File: src/rtl/mt_opmon_pkg.sv
// Shared types and widths for the MT operation monitor.
package mt_opmon_pkg;

   typedef enum logic [1:0] {
      IDLE = 2'd0,
      XFER = 2'd1,
      POS  = 2'd2,
      FIN  = 2'd3
   } state_t;

   localparam int OPI_W = 24;
   localparam int DTE_W = 16;
   localparam int FC_W  = 16;

endpackage

File: src/rtl/mt_opmon_timer.sv
// Saturating up-counter with clear; flags the cycle it steps onto limit and
// holds 'reached' while parked there.
module mt_opmon_timer #(
   parameter int W = 16
) (
   input  logic         clk,
   input  logic         rst,
   input  logic         clr,
   input  logic         inc,
   input  logic [W-1:0] limit,
   output logic         expire,
   output logic         reached
);

   logic [W-1:0] count_reg;

   assign reached = (count_reg == limit);
   assign expire  = inc && !clr && !reached && (count_reg == limit - W'(1));

   always_ff @(posedge clk) begin
      if (rst || clr) begin
         count_reg <= '0;
      end else if (inc && !reached) begin
         count_reg <= count_reg + W'(1);
      end
   end

endmodule

File: src/rtl/mt_opmon.sv
// MT operation monitor: frame counter plus OPI/FCE/DTE set strobes and done/busy.
// Build option: define MT_DTE_CHECK_EN to include the drive timing error check.
module mt_opmon
   import mt_opmon_pkg::*;
#(
   parameter logic [OPI_W-1:0] OPI_TIMEOUT = 24'd5000000,
   parameter logic [DTE_W-1:0] DTE_WINDOW  = 16'd2000
) (
   input  logic            clk,
   input  logic            rst,
   input  logic            mtINIT,
   input  logic            mtGO,
   input  logic            mtXFER,
   input  logic            mtWRITE,
   input  logic [FC_W-1:0] mtFCIN,
   input  logic            slvFRAME,
   input  logic            slvEOR,
   output logic [FC_W-1:0] mtFC,
   output logic            mtBUSY,
   output logic            mtDONE,
   output logic            mtSETOPI,
   output logic            mtSETFCE,
   output logic            mtSETDTE
);

   state_t          state_reg, state_next;
   logic [FC_W-1:0] fc_reg, fc_next;
   logic            full_reg, full_next;      // loaded count of 0 stands for 65536
   logic            write_reg, write_next;
   logic            fce_fired_reg, fce_fired_next;
   logic            busy_reg, done_reg, setopi_reg, setfce_reg;
   logic            fce_hit, opi_hit, go_accept;
   logic            opi_expire, opi_reached;
   logic            srst;

   assign srst = rst || mtINIT;

   mt_opmon_timer #(.W(OPI_W)) u_opi_timer (
      .clk     (clk),
      .rst     (srst),
      .clr     (go_accept),
      .inc     ((state_reg == XFER) || (state_reg == POS)),
      .limit   (OPI_TIMEOUT),
      .expire  (opi_expire),
      .reached (opi_reached)
   );

   always_comb begin
      state_next     = state_reg;
      fc_next        = fc_reg;
      full_next      = full_reg;
      write_next     = write_reg;
      fce_fired_next = fce_fired_reg;
      fce_hit        = 1'b0;
      opi_hit        = 1'b0;
      go_accept      = 1'b0;
      case (state_reg)
         IDLE: begin
            if (mtGO) begin
               go_accept      = 1'b1;
               fc_next        = mtFCIN;
               full_next      = (mtFCIN == '0);
               write_next     = mtXFER && mtWRITE;
               fce_fired_next = 1'b0;
               state_next     = mtXFER ? XFER : POS;
            end
         end
         XFER, POS: begin
            if ((state_reg == XFER) && slvFRAME) begin
               if ((fc_reg == '0) && !full_reg) fce_hit = 1'b1;
               fc_next   = fc_reg - 16'd1;
               full_next = 1'b0;
            end
            // The frame is counted first, so EOR sees the post-decrement count.
            if (slvEOR) begin
               state_next = FIN;
               if (write_reg && ((fc_next != '0) || full_next)) fce_hit = 1'b1;
            end else if (opi_reached) begin
               state_next = FIN;
            end else if (opi_expire) begin
               opi_hit = 1'b1;
            end
         end
         default: state_next = IDLE;
      endcase
      if (fce_hit) fce_fired_next = 1'b1;
   end

   always_ff @(posedge clk) begin
      if (srst) begin
         state_reg     <= IDLE;
         fc_reg        <= '0;
         full_reg      <= 1'b0;
         write_reg     <= 1'b0;
         fce_fired_reg <= 1'b0;
         busy_reg      <= 1'b0;
         done_reg      <= 1'b0;
         setopi_reg    <= 1'b0;
         setfce_reg    <= 1'b0;
      end else begin
         state_reg     <= state_next;
         fc_reg        <= fc_next;
         full_reg      <= full_next;
         write_reg     <= write_next;
         fce_fired_reg <= fce_fired_next;
         busy_reg      <= (state_next == XFER) || (state_next == POS);
         done_reg      <= (state_next == FIN);
         setopi_reg    <= opi_hit;
         setfce_reg    <= fce_hit && !fce_fired_reg;
      end
   end

   assign mtFC     = fc_reg;
   assign mtBUSY   = busy_reg;
   assign mtDONE   = done_reg;
   assign mtSETOPI = setopi_reg;
   assign mtSETFCE = setfce_reg;

`ifdef MT_DTE_CHECK_EN
   logic seen_reg, dte_fired_reg, setdte_reg;
   logic dte_clr, dte_inc, dte_expire, dte_reached;

   assign dte_clr = go_accept || ((state_reg == XFER) && slvFRAME);
   assign dte_inc = (state_reg == XFER) && seen_reg && !slvFRAME;

   mt_opmon_timer #(.W(DTE_W)) u_dte_timer (
      .clk     (clk),
      .rst     (srst),
      .clr     (dte_clr),
      .inc     (dte_inc),
      .limit   (DTE_WINDOW),
      .expire  (dte_expire),
      .reached (dte_reached)
   );

   always_ff @(posedge clk) begin
      if (srst) begin
         seen_reg      <= 1'b0;
         dte_fired_reg <= 1'b0;
         setdte_reg    <= 1'b0;
      end else begin
         setdte_reg <= dte_expire && !dte_fired_reg && !dte_reached;
         if (go_accept) begin
            seen_reg      <= 1'b0;
            dte_fired_reg <= 1'b0;
         end else begin
            if ((state_reg == XFER) && slvFRAME) seen_reg <= 1'b1;
            if (dte_expire) dte_fired_reg <= 1'b1;
         end
      end
   end

   assign mtSETDTE = setdte_reg;
`else
   assign mtSETDTE = 1'b0;
`endif

endmodule

File: config.mk
export PLATFORM = sky130hd
export DESIGN_NAME = mt_opmon
export DESIGN_NICKNAME = d
export VERILOG_FILES = /design/src/rtl/mt_opmon_pkg.sv /design/src/rtl/mt_opmon_timer.sv /design/src/rtl/mt_opmon.sv
export SDC_FILE = /design/constraint.sdc
export NUM_CORES = 1
export LEC_CHECK = 0
export BUFFER_PORTS_ARGS = -buffer_cell sky130_fd_sc_hd__buf_2
export CORE_ASPECT_RATIO = 1.1
export CORE_MARGIN = 8
export CORE_UTILIZATION = 45
export DETAILED_ROUTE_END_ITERATION = 12
export PLACE_DENSITY = 0.71
export SETUP_SLACK_MARGIN = 0.2
export SLEW_MARGIN = 25
export SYNTH_ARGS = -nofsm -noshare
export SYNTH_HDL_FRONTEND = slang
export SYNTH_SLANG_ARGS = --single-unit
File: constraint.sdc
create_clock -name clk -period 6.1 [get_ports clk]
set_clock_uncertainty 0.2 [all_clocks]
set_input_delay 0.61 -clock clk [delete_from_list [all_inputs] [get_ports clk]]
set_output_delay 0.61 -clock clk [all_outputs]
set_load 0.02 [all_outputs]
# After elaboration in Yosys (flattened, before gate mapping)
# Index checks and enable logic that the tools add are counted.
# totals
ff_bits	49
inputBits	24
out_inout_bits	21
elab_cells	75
# classes
n_addsub	2
n_eq_ne	8
n_mux	24
n_bitwise	1
reduce_logical	30
# ops
operator	n
24-bit by 23-bit equality test with 1-bit output (second input constant)	2
16-bit 2-to-1 mux	3
16-bit zero test	2
16-bit one-hot mux with 2 select lines	1
24-bit by 1-bit adder with 24-bit output (second input constant)	1
16-bit nonzero test	1
16-bit by 1-bit subtractor with 16-bit output (second input constant)	1
1-bit 2-to-1 mux	14
1-bit logical AND	9
2-bit 2-to-1 mux	4
2-bit equality test (second input constant)	3
2-bit AND reduction	3
2-bit nonzero test	3
1-bit logical OR	5
2-bit by 1-bit equality test with 1-bit output (second input constant)	2
1-bit zero test	4
2-bit one-hot mux with 2 select lines	1
4-bit OR reduction	1
2-bit zero test	1
2-bit inequality test (second input constant)	1
1-bit one-hot mux with 2 select lines	1
2-bit OR reduction	1
1-bit inverter	1

# Logic depth before layout (Yosys ltp)
# depth
ltp_word	12
mapped_depth	9
ltp_nobuf	8

# By module
# Synthesis repeated with hierarchy kept, for this count alone.
# hier_totals
hier_cells	513
area_unflattened_um2	3847.4
# modules_own_cells
mod	n_inst	cells_each	area_per_inst_um2	seq_area_each_um2
mt_opmon_timer	1	284	2128.3	480.5
mt_opmon	1	229	1719.1	500.5

# Worst setup path before layout
# Ideal clock, no wire load.
# synth_timing
path_type	reg-to-reg
from	register fc_reg[3], in the netlist mtFC[3]
to	register setfce_reg, in the netlist mtSETFCE
setup_ns	0.137
arrival_ns	2.122
t_required_ns	5.763
path_slack_ns	3.641
path_stages_with_launch	8
n_path_buf	2
period_less_slack_ns	2.459
path_cell_list	dfxtp_1 -> buf_6 -> or4_4 -> buf_6 -> or4_4 -> a32o_1 -> a211oi_2 -> a211oi_1
# synth_via
elab_chain_cells	10
word_cells_on_any_way	14
cone_classes	1 x add/sub; 7 x mux; 6 x reduce/logical
# synth_rtl
element	line	text
from (decl)	mt_opmon.sv:27	logic [FC_W-1:0] fc_reg, fc_next;
from (signal assigned)	mt_opmon.sv:102	fc_reg <= fc_next;
16-bit by 1-bit subtractor with 16-bit output	mt_opmon.sv:71	fc_next = fc_reg - 16'd1;
16-bit 2-to-1 mux	mt_opmon.sv:69	if ((state_reg == XFER) && slvFRAME) begin
16-bit 2-to-1 mux	mt_opmon.sv:57	case (state_reg)
16-bit nonzero test	mt_opmon.sv:77	if (write_reg && ((fc_next != '0) || full_next)) fce_hit = 1'b1;
1-bit logical OR	mt_opmon.sv:77	
1-bit logical AND	mt_opmon.sv:77	
1-bit 2-to-1 mux	mt_opmon.sv:77	
1-bit 2-to-1 mux (*)	mt_opmon.sv:75	if (slvEOR) begin
1-bit 2-to-1 mux (*)	mt_opmon.sv:57	
1-bit logical AND (*)	mt_opmon.sv:109	setfce_reg <= fce_hit && !fce_fired_reg;
to (signal assigned)	mt_opmon.sv:109	
to (decl)	mt_opmon.sv:31	logic busy_reg, done_reg, setopi_reg, setfce_reg;
# Every way passes the cells marked *; elsewhere a longest branch is shown, timed or not. The select of a mux whose other input is x is not followed.
# A chain may end at the register's enable or synchronous reset.

# Worst setup path after layout
# layout_timing
from	register state_reg[0]
to	register busy_reg, in the netlist mtBUSY
# layout_via
elab_chain_cells	5
word_cells_on_any_way	11
cone_classes	4 x eq/ne; 4 x mux; 3 x reduce/logical
# layout_rtl
element	line	text
from (decl)	mt_opmon.sv:26	state_t state_reg, state_next;
from (signal assigned)	mt_opmon.sv:101	state_reg <= state_next;
2-bit equality test (tied with other cells)	mt_opmon.sv:57	
2-bit OR reduction / 2-bit 2-to-1 mux (equally long branches)	mt_opmon.sv:57, mt_opmon.sv:75	
2-bit one-hot mux with 2 select lines (*)	mt_opmon.sv:57	
named net state_next[0]	mt_opmon.sv:26	
2-bit by 1-bit equality test with 1-bit output / 2-bit equality test (equally long branches)	mt_opmon.sv:106	busy_reg <= (state_next == XFER) || (state_next == POS);
1-bit logical OR (*)	mt_opmon.sv:106	
to (signal assigned)	mt_opmon.sv:106	
to (decl)	mt_opmon.sv:31	
# The timed path passes the listed nets; every way through them passes the cells marked *.

==> metrics.cfg <==
[pwr]
power.total_uw = 694.9
p_leak_uw = 0.001186
max-vdd-ir-drop_mv = 0.1116
power_per_cell_area_mw_per_mm2 = 215.4

[clock_tree]
tritoncts.num_buffers = 5
cts.htree.levels = 2
clkSlewWorstSetupHoldPaths_ps = 100
post_cts.resized_instances = 0
clock_latency_on_the_worst_skew_pair_ps = 300
post_cts_buffers = 0
cts-hold-fix-buffers = 0
cts_buffer_depth = 2
cts-root-buf = sky130_fd_sc_hd__clkbuf_8
cts_tree = built
clock_sinks = 49

[yosys]
synthFlopType = sky130_fd_sc_hd__dfxtp_1
yosysWarnings = 0
avgSynthCellArea_um2 = 7.845
syn_inst = 367
synthTopCellsByArea = sky130_fd_sc_hd__dfxtp_1 34%, sky130_fd_sc_hd__nor2_1 6.0%, sky130_fd_sc_hd__nand2_1 3.9%, sky130_fd_sc_hd__a21oi_1 3.8%, sky130_fd_sc_hd__o21ai_0 3.7%
synth_nets = 398
synth-edff-count = 0
ys_ff_latch = 49
mappedNetlistArea_mm2 = 0.002879
synth_async_sr_flop_share = 0
post-synth-top-area-fraction = 0.3407
synth_top_area_cell = sky130_fd_sc_hd__dfxtp_1
synth.yosys.seq_area_share = 0.3407
synth.lib_cells_used.distinct = 58

[floorplan]
io_pins = 45
core_mm2 = 0.006193
initial_core_util = 0.4648
die_height_um = 99.89
die_area_mm2 = 0.009216
rows = 30
fp.dieW_um = 92.27

[finish]
final_util = 0.5208
register_area_um2 = 980.9
multiInputGateArea_mm2 = 0.001762
flow.area_growth_from_synthesis_pct = 12.04
largest_reg_flops = 24
diodes = 0
post-route-cell-area_mm2 = 0.003226
total_nets_final = 429
num-fill-cells = 596
final_layout_size_suffix_gt1_frac = 0.1529

[setup_path]
timing.critical_path.fanout_max = 22
highest_delay_cell_along_the_critical_path = sky130_fd_sc_hd__inv_1
critical_path.startpoint = state_reg[0]
critical_path_capture_point_type = register
timing.critical_path.required_ps = 6110
path_cells = inv_1 > ha_1 > inv_1 > o21ai_0 > a222oi_1 > nor2_1 > ha_1 > and2_1
critPathMaxStageDelay_ps = 470
cp_top_family = compound AO/OA/AOI/OAI gates
setup.worst_path.class = reg -> reg
r2r-start = state_reg[0]
cp.arrival_ps = 2710
startpoint_type = register
buffers_and_inverters_on_the_worst_path = 2

[global_routing]
first_global_vias = 2674
wire_length_of_the_first_global_routing_pass_um = 12300
grt_util_all_layers = 0.1578
maximum_number_of_pins_on_one_net_before_global_route_repair = 40
grt.overflow.total = 0
grt_antenna_before_repair = 0

[place]
gp_routability_congestion = 0.9111
hpwlAfterDp_um = 5515
placed_cell_area_mm2 = 0.003110
port_buffers = 43

[hold_path]
worst_hold_path_type = reg -> reg
worst_min_delay_path_startpoint = fce_fired_reg

[timing]
rsz0062_at_grt = no
part_of_the_cycle_the_worst_path_needs = 0.4430
hold_viol_final = 0
finalWorstPathRequiredPeriod_ps = 2702
timing_max_transition_violations_final = 0
worst_slew_pin_slew_ps = 767.4
fmax_ghz = 0.3701
slew-limit-headroom = 0.4871
finalSetupViolCount = 0
timing.setup.tns_ps = 0

[routing]
via_count = 2875
drtAntennaViolNets = 0
drtPass1Iterations = 5
via_per_inst = 6.002
wl_per_cell_um = 15.55
drt_iter0_drc = 192
drt_wl_total_um = 7447
post-route-drc-count = 0

[outcome]
status = finished, final reports clean

[job]
maxCapViolations = 0

-- kinds of logic (layout without fill, tap and decap cells) --
family | count (synthesis) | after routing | share of synthesized area
other | 1 | 1 | 0.001303
buffers and inverters | 32 | 64 | 0.04867
DFF | 49 | 49 | 0.3407
AOI/OAI and AO/OA | 88 | 88 | 0.2021
muxes | 2 | 2 | 0.006954
and+or+nand+nor | 169 | 169 | 0.3120
xor gates and xnor gates | 19 | 19 | 0.05780
adders and majority gates | 7 | 7 | 0.03042
-- per-layer routing --
layer,routed length [um],track usage,part of all wire,vias up
li1,-,-,-,1431
met1,3198,0.1816,0.43,1347
met2,3674,0.2775,0.49,85
met3,446,0.03659,0.060,12
met4,128,0.05583,0.017,0
met5,0,0,0,-
-- per-stage QoR --
stage,hold WS (ps),std cells,setup WS (ps)
2_1_floorplan,215.4,367,3641
3_3_place_gp,240.0,471,3349
3_5_place_dp,249.6,471,3382
4_1_cts,261.4,479,3330
5_1_grt,279.5,479,3198
6_report,260.2,479,3398
-- power by group --
| part | switching, uW | internal (uW) | leakage [uW] | total, uW |
|---|---|---|---|---|
| clock | 110 | 123 | 0.0000554 | 233 |
| combinational | 77.8 | 46.7 | 0.000734 | 125 |
| sequential | 11.2 | 326 | 0.000396 | 337 |
| total | 199 | 496 | 0.00119 | 695 |
-- synth_stat cells (3+ instances only) --
cell / n
sky130_fd_sc_hd__xor2_1: 12
sky130_fd_sc_hd__or4_1: 11
sky130_fd_sc_hd__nor3_1: 9
sky130_fd_sc_hd__o32ai_1: 3
sky130_fd_sc_hd__and2_1: 3
sky130_fd_sc_hd__inv_1: 11
sky130_fd_sc_hd__and3_1: 6
sky130_fd_sc_hd__or3_1: 3
sky130_fd_sc_hd__a211oi_1: 4
sky130_fd_sc_hd__nand3_1: 13
sky130_fd_sc_hd__a21oi_1: 22
sky130_fd_sc_hd__nor2b_1: 5
sky130_fd_sc_hd__o21ai_0: 21
sky130_fd_sc_hd__dfxtp_1: 49
sky130_fd_sc_hd__nor4_1: 13
sky130_fd_sc_hd__a41oi_1: 3
sky130_fd_sc_hd__clkbuf_1: 17
sky130_fd_sc_hd__nor2_1: 46
sky130_fd_sc_hd__ha_1: 7
sky130_fd_sc_hd__xnor2_1: 7
sky130_fd_sc_hd__o31ai_1: 7
sky130_fd_sc_hd__o21ai_1: 3
sky130_fd_sc_hd__nand4_1: 14
sky130_fd_sc_hd__nand2_1: 30
sky130_fd_sc_hd__a22oi_1: 4
-- worst paths after layout --
kind / to / slack (ps) / cells after the start
setup / recovery: mtBUSY / 3400 / 8
hold / removal: mtSETFCE / 260 / 1
setup reg to reg: mtBUSY / 3400 / 8
hold reg to reg: mtSETFCE / 260 / 1
-- placed cells by master, fill, tap and decap left out, types with 5 or more instances in the layout --
cell                       instances
sky130_fd_sc_hd__and3_1            6
sky130_fd_sc_hd__nor2_1           46
sky130_fd_sc_hd__buf_2            43
sky130_fd_sc_hd__or4_1            11
sky130_fd_sc_hd__ha_1              7
sky130_fd_sc_hd__nor3_1            9
sky130_fd_sc_hd__inv_1            11
sky130_fd_sc_hd__o21ai_0          21
sky130_fd_sc_hd__nor2b_1           5
sky130_fd_sc_hd__nand4_1          14
sky130_fd_sc_hd__xnor2_1           7
sky130_fd_sc_hd__xor2_1           12
sky130_fd_sc_hd__dfxtp_1          49
sky130_fd_sc_hd__o31ai_1           7
sky130_fd_sc_hd__nand3_1          13
sky130_fd_sc_hd__clkbuf_8          5
sky130_fd_sc_hd__a21oi_1          22
sky130_fd_sc_hd__nor4_1           13
sky130_fd_sc_hd__nand2_1          30
-- cell type report --
cell class,count,area share
Multi-Input combinational cell,286,0.5462
Clock buffer,6,0.02250
Timing Repair Buffer,45,0.07137
Sequential cell,49,0.3041
Tap cell,80,0.03103
Inverter,11,0.01280
Clock inverter,2,0.01202
(Power assumes the default switching activity.)
